==> src/rtl/if_fetch_unit.sv <==
`default_nettype none
// ============================================================================
//  Module   : if_fetch_unit
//  Brief    : IF-stage front end. Owns the PC, fetches over a req/ack memory
//             handshake and steers the IF/ID register with bubbles and holds.
//  Revision : 1.0 - initial release
// ============================================================================
module if_fetch_unit #(
    parameter int                     ADDRESS_LEN = 32,
    parameter logic [ADDRESS_LEN-1:0] RESET_PC    = '0
) (
    input  logic                   clk,
    input  logic                   rst,
    input  logic                   hazard_freeze,
    input  logic                   branch_taken,
    input  logic [ADDRESS_LEN-1:0] branch_addr,
    output logic                   imem_req,
    output logic [ADDRESS_LEN-1:0] imem_addr,
    input  logic                   imem_ack,
    input  logic [ADDRESS_LEN-1:0] imem_rdata,
    output logic [ADDRESS_LEN-1:0] PC_out,
    output logic [ADDRESS_LEN-1:0] Instruction_out,
    output logic                   ifid_freeze,
    output logic                   ifid_flush
);

    localparam logic [ADDRESS_LEN-1:0] c_PC_STEP    = ADDRESS_LEN'(4);
    localparam logic [ADDRESS_LEN-1:0] c_ALIGN_MASK = ~ADDRESS_LEN'(3);

    typedef enum logic [1:0] {
        S_IDLE  = 2'd0,
        S_REQ   = 2'd1,
        S_VALID = 2'd2,
        S_DRAIN = 2'd3
    } state_t;

    state_t                 r_state;
    state_t                 w_state_nxt;
    logic [ADDRESS_LEN-1:0] r_pc;
    logic [ADDRESS_LEN-1:0] w_pc_nxt;
    logic [ADDRESS_LEN-1:0] r_instr_buf;
    logic [ADDRESS_LEN-1:0] w_instr_buf_nxt;
    logic [ADDRESS_LEN-1:0] r_pc_out;
    logic [ADDRESS_LEN-1:0] w_pc_out_nxt;
    logic [ADDRESS_LEN-1:0] r_req_addr;
    logic [ADDRESS_LEN-1:0] w_req_addr_nxt;

    logic [ADDRESS_LEN-1:0] w_pc_plus4;
    logic [ADDRESS_LEN-1:0] w_branch_target;

    assign w_pc_plus4      = r_pc + c_PC_STEP;
    assign w_branch_target = branch_addr & c_ALIGN_MASK;

    always_ff @(posedge clk or negedge rst) begin
        if (!rst) begin
            r_state     <= S_IDLE;
            r_pc        <= RESET_PC;
            r_instr_buf <= '0;
            r_pc_out    <= '0;
            r_req_addr  <= '0;
        end else begin
            r_state     <= w_state_nxt;
            r_pc        <= w_pc_nxt;
            r_instr_buf <= w_instr_buf_nxt;
            r_pc_out    <= w_pc_out_nxt;
            r_req_addr  <= w_req_addr_nxt;
        end
    end

    // r_req_addr latches the issued address so a squashed request in DRAIN
    // keeps presenting it while pc already points at the branch target.
    always_comb begin
        w_state_nxt     = r_state;
        w_pc_nxt        = r_pc;
        w_instr_buf_nxt = r_instr_buf;
        w_pc_out_nxt    = r_pc_out;
        w_req_addr_nxt  = r_req_addr;
        imem_req        = 1'b0;
        ifid_flush      = 1'b1;
        ifid_freeze     = 1'b0;

        case (r_state)
            S_IDLE: begin
                w_state_nxt = S_REQ;
            end
            S_REQ: begin
                imem_req       = 1'b1;
                w_req_addr_nxt = r_pc;
                if (branch_taken) begin
                    w_pc_nxt    = w_branch_target;
                    w_state_nxt = imem_ack ? S_REQ : S_DRAIN;
                end else if (imem_ack) begin
                    w_instr_buf_nxt = imem_rdata;
                    w_pc_out_nxt    = w_pc_plus4;
                    w_state_nxt     = S_VALID;
                end
            end
            S_VALID: begin
                ifid_flush  = branch_taken;
                ifid_freeze = hazard_freeze & ~branch_taken;
                if (branch_taken) begin
                    w_pc_nxt    = w_branch_target;
                    w_state_nxt = S_REQ;
                end else if (!hazard_freeze) begin
                    w_pc_nxt    = w_pc_plus4;
                    w_state_nxt = S_REQ;
                end
            end
            S_DRAIN: begin
                imem_req = 1'b1;
                if (branch_taken) begin
                    w_pc_nxt = w_branch_target;
                end
                if (imem_ack) begin
                    w_state_nxt = S_REQ;
                end
            end
            default: begin
                w_state_nxt = S_IDLE;
            end
        endcase
    end

    assign imem_addr       = (r_state == S_REQ) ? r_pc : r_req_addr;
    assign PC_out          = r_pc_out;
    assign Instruction_out = r_instr_buf;

endmodule
`default_nettype wire

==> config.mk <==
export PLATFORM = sky130hd
export DESIGN_NAME = if_fetch_unit
export DESIGN_NICKNAME = d
export VERILOG_FILES = /design/src/rtl/if_fetch_unit.sv
export SDC_FILE = /design/constraint.sdc
export NUM_CORES = 1
export LEC_CHECK = 0
export ABC_AREA = 0
export BUFFER_PORTS_ARGS = -buffer_cell sky130_fd_sc_hd__buf_2
export CAP_MARGIN = 20
export CELL_PAD_IN_SITES_DETAIL_PLACEMENT = 1
export CELL_PAD_IN_SITES_GLOBAL_PLACEMENT = 2
export CORE_ASPECT_RATIO = 1.75
export CORE_UTILIZATION = 25
export CTS_CLUSTER_DIAMETER = 50
export CTS_CLUSTER_SIZE = 25
export DETAILED_ROUTE_END_ITERATION = 12
export PLACE_DENSITY = 0.72
export SYNTH_ARGS = -nofsm -noshare
export SYNTH_HDL_FRONTEND = slang
export SYNTH_SLANG_ARGS = --single-unit
==> constraint.sdc <==
create_clock -name clk -period 2.3 [get_ports clk]
set_clock_uncertainty 0.15 [all_clocks]
set_input_delay 0.46 -clock clk [delete_from_list [all_inputs] [get_ports clk]]
set_output_delay 0.46 -clock clk [all_outputs]
set_load 0.03 [all_outputs]
# Word-level counts from Yosys, hierarchy flattened
# Cells that the tools add are included.
[word_totals]
regBits = 130
out_inout_bits = 99
word_cells = 36
[op_classes]
addsub = 1
eq_ne = 7
mux = 15
bitwise = 2
reduce_logical = 6
[ops]
columns = ["operator", "n"]
rows = [
  ["two-way mux 32 bit", 4],
  ["case mux 32 bit (2 select lines)", 1],
  ["adder 32 x 3 -> 32 bit, second input constant", 1],
  ["two-way mux 2 bit", 6],
  ["AND reduction 3 bit", 3],
  ["case mux 2 bit (4 select lines)", 1],
  ["inequality test 3 bit, second input constant", 2],
  ["== test 2 bit, second input constant", 2],
  ["two-way mux 1 bit", 3],
  ["== test 2 x 1 -> 1 bit, second input constant", 1],
  ["zero test 2 bit", 1],
  ["inequality test 2 x 1 -> 1 bit, second input constant", 1],
  ["inequality test 2 bit, second input constant", 1],
  ["nonzero test 2 bit", 1],
  ["OR reduction 2 bit", 1],
  ["AND 1 bit", 1],
  ["inverter 1 bit", 1],
]

# Logic depth before layout (Yosys ltp)
[logic_depth]
ltp_word = 4
mapped_depth = 8
mapped_depth_nobuf = 6

# Worst setup path after synthesis
# No wires, ideal clock.
[synth_path]
path_kind = "register -> output"
start = "register r_state[1]"
end = "output port imem_addr[27]"
t_arrival_ns = 1.766
required_time_ns = 1.690
path_slack_ns = -0.076
stages_incl_launch_ff = 6
path_buffers = 3
path_cell_list = "dfrtp_1 -> clkbuf_1 -> nand2b_1 -> buf_2 -> clkbuf_1 -> o21ai_0"
[synth_between]
elab_chain_len = 2
[synth_lines]
columns = ["item", "line_no", "text"]
rows = [
  ["start: declaration", "37", "state_t r_state;"],
  ["start signal: assignment", "62", "r_state <= w_state_nxt;"],
  ["== test 2 x 1 -> 1 bit", "124", "assign imem_addr = (r_state == S_REQ) ? r_pc : r_req_addr;"],
  ["two-way mux 32 bit", "--", ""],
  ["end: declaration", "18", "output logic [ADDRESS_LEN-1:0] imem_addr,"],
]
# No other way between the ends.

# Final worst setup path
[layout_path]
start = "register r_state[0]"
end = "output port imem_addr[21]"
# The elaborated chain is that of the path after synthesis.

==> results.sh <==
export IMPL_syn_to_final_growth_pct=34.30
export IMPL_drt_iter0_markers=135
export IMPL_initial_utilization_pct=25.63
export IMPL_core_area_um2=22830
export IMPL_multi_input_area_um2=2494
export IMPL_power_density_nw_per_um2=1212
export IMPL_period_share_pct=100.3
export IMPL_port_buffers=163
export IMPL_io_pins=168
export IMPL_hpwl_um=13020
export IMPL_rsz0062_at_grt="true"
export IMPL_power_leakage_nw=3.414
export IMPL_criticalPathCategory="register to output port"
export IMPL_setup_viol=2
export IMPL_violations="setup timing"
export IMPL_htreeDepth=4
export IMPL_cts_buffers=17
export IMPL_post_dp_cell_area_um2=7152
export IMPL_ys_types=49
export IMPL_synth_seq_cells=126
export IMPL_ir_drop_v=0.0004926
export IMPL_first_pass_iters=4
export IMPL_max_cap_viol_count=0
export IMPL_clk_path_buf_depth=2
export IMPL_via_per_inst=4.653
export IMPL_grt_pass1_vias=5322
export IMPL_setup_ws_ns=-0.006314
export IMPL_fillers=2595
export IMPL_seqCellArea_um2=3153
export IMPL_grt_pass1_wl_um=28900
export IMPL_synth_edff_count=0
export IMPL_cp_top_family="flip-flops"
export IMPL_cts_sinks=126
export IMPL_netlist_instances=527
export IMPL_die_h_um=204.4
export IMPL_fin_area_um2=7859
export IMPL_grt_max_degree=64
export IMPL_synth_area_per_cell_um2=11.10
export IMPL_gp_congestion=0.7946
export IMPL_hold_viol=0
export IMPL_crit_path_end_kind="output port"
export IMPL_ys_flop_type="dfrtp_1"
export IMPL_drtAntennaViolNets=0
export IMPL_cp_start_kind="register"
export IMPL_max_freq_mhz=433.6
export IMPL_fin_crit_ns=2.306
export IMPL_track_usage_pct=15.81
export IMPL_worst_pin_slew_ns=0.5295
export IMPL_rows=73
export IMPL_vias=4700
export IMPL_die_area_um2=24050
export IMPL_min_path_type="input pin to register"
export IMPL_grt_overflow_total=0
export IMPL_slew_headroom_pct=64.70
export IMPL_async_flop_share_pct=100.0
export IMPL_ys_seq_area_share_pct=53.88
export IMPL_yosys_warnings=0
export IMPL_drv_slew=0
export IMPL_antenna_found_initial=3
export IMPL_clockRootBuffer="clkbuf_16"
export IMPL_slowest_stage="dfrtp_1"
export IMPL_wire_per_inst_um=17.79
export IMPL_yosysTopAreaCell="dfrtp_1"
export IMPL_synth_area_top_cells="dfrtp_1 54%, mux2_2 12%, a21oi_1 4.3%"
export IMPL_critPathMaxStageDelay_ns=0.40
export IMPL_synth_top_cell_area_share_pct=53.88
export IMPL_status="finished, violations left"
export IMPL_synth_area_um2=5852
export IMPL_nNetsFinal=764
export IMPL_clk_latency_ns=0.43
export IMPL_cts_tree="done"
export IMPL_die_x_um=117.7
export IMPL_final_layout_size_suffix_gt1_share_pct=42.43
export IMPL_dp_slack_ns=0.2224
export IMPL_clkTransAtPathRegs_ns=0.06
export IMPL_path_buf_inv=2
export IMPL_drc_errors=0
export IMPL_finalWirelength_um=17970
export IMPL_crit_required_ns=1.69
export IMPL_critPathArrivalTime_ns=1.70
export IMPL_worstPathCellList="nand2b_4 -> buf_12 -> mux2_2 -> buf_4"
export IMPL_cp_max_fo=24
## cells by family after synthesis
| kind of cell | after synthesis | synth area share (%) |
|---|---|---|
| DFF | 126 | 53.88 |
| AOI/OAI and AO/OA | 114 | 12.29 |
| muxes | 62 | 11.91 |
| adders and majority gates | 1 | 0.2138 |
| xor gates and xnor gates | 28 | 4.191 |
| other | 1 | 0.06408 |
| buffers and inverters | 49 | 3.934 |
| and+or+nand+nor | 146 | 13.51 |
## worst register-to-register path, delay by kind of cell, from the launching register on
| kind | cells | cell delay, ns |
|---|---|---|
| AND/OR/NAND/NOR | 3 | 0.75 |
| adder cells (fa/ha/maj) | 1 | 0.20 |
| AO/OA/AOI/OAI | 2 | 0.48 |
| flip-flops | 1 | 0.39 |
## through the flow
stage / hold WS (ns) / total power, mW / std cells / util [%] / TNS, ns
final: 0.1047 / 9.526 / 1010 / 34.42 / -0.006682
after global routing: 0.09775 / 10.05 / 1010 / 34.42 / -1.364
after CTS: 0.08754 / 9.684 / 1007 / 34.38 / -0.3294
after detailed placement: 0.2982 / 6.716 / 974 / 31.32 / 0
after global placement: 0.2763 / 6.593 / 974 / 31.32 / 0
after floorplan: 0.01441 / 5.561 / 528 / - / -0.1515
## cell usage in the layout (no fill, tap or decap), drive strengths merged, types with 10 or more instances in the layout
| master | n |
|---|---|
| buf | 191 |
| dfrtp | 126 |
| mux2 | 61 |
| a21oi | 52 |
| nor2 | 45 |
| nand2 | 35 |
| xor2 | 21 |
| clkbuf | 18 |
| nand3 | 17 |
| o22ai | 16 |
| and3 | 12 |
| a2bb2oi | 12 |
| nand4 | 11 |
| nor3 | 10 |
## registers in the layout, summed over array words and instances, names as in the netlist
register         flops
Instruction_out     32
PC_out              30
r_pc                30
r_req_addr          32
r_state              2
## final cells by class
type / instances / area share [%]
sequential: 126 / 40.12
multi-input combinational: 353 / 31.73
timing repair buffer: 192 / 15.35
clock buffer: 18 / 5.588
tap: 300 / 4.776
clock inverter: 14 / 2.149
inverter: 4 / 0.1911
antenna: 3 / 0.09553
## Yosys cell counts, types with 3 or more instances
| library cell | instances |
|---|---|
| nand3_2 | 5 |
| a21o_1 | 3 |
| nor3_1 | 9 |
| nand4_4 | 3 |
| and2_1 | 6 |
| xor2_1 | 21 |
| a22oi_1 | 3 |
| nand4_1 | 7 |
| nand2_1 | 35 |
| nand3_1 | 12 |
| a2bb2oi_1 | 12 |
| buf_1 | 5 |
| a31oi_1 | 4 |
| dfrtp_1 | 126 |
| o22a_1 | 4 |
| buf_2 | 19 |
| a21oi_1 | 50 |
| mux2_2 | 60 |
| and3_1 | 12 |
| nor2_1 | 45 |
| o21ai_0 | 9 |
| o22ai_1 | 16 |
| xnor2_1 | 7 |
| clkbuf_1 | 17 |
| inv_1 | 4 |
| o311ai_1 | 3 |
## where the power goes
part	switching [mW]	internal [mW]
Combinational	2.20	1.24
Sequential	0.408	2.89
Clock	1.05	1.73
Total	3.67	5.86
## worst paths after layout
check	slack [ns]	endpoint	start	cells past startpoint
max	-0.006	imem_addr[21]	r_state[0]	4
min	0.10	Instruction_out[26]	imem_rdata[26]	2
max reg2reg	0.21	r_pc[14]	r_pc[3]	6
min reg2reg	0.34	r_req_addr[0]	r_req_addr[0]	1
max in group asynchronous	0.97	PC_out[21]	rst	3
min in group asynchronous	0.41	Instruction_out[26]	rst	2
## metal layers
layer	GRT usage [%]	share of wire [%]	vias to the layer above
li1	-	-	2201
met1	16.38	38	2362
met2	28.89	55	100
met3	3.878	3.3	37
met4	8.929	3.8	0
met5	0	0	-
## what timing repair did
action	in CTS	in global routing
hold endpoints to repair	46	0
gates resized for setup	29	0
buffers inserted	0	0
gates cloned	0	0
pin swaps	0	0
endpoints found under the setup margin	24	29
hold buffers	1	0
No activity file was read; power rests on OpenSTA's default activity.
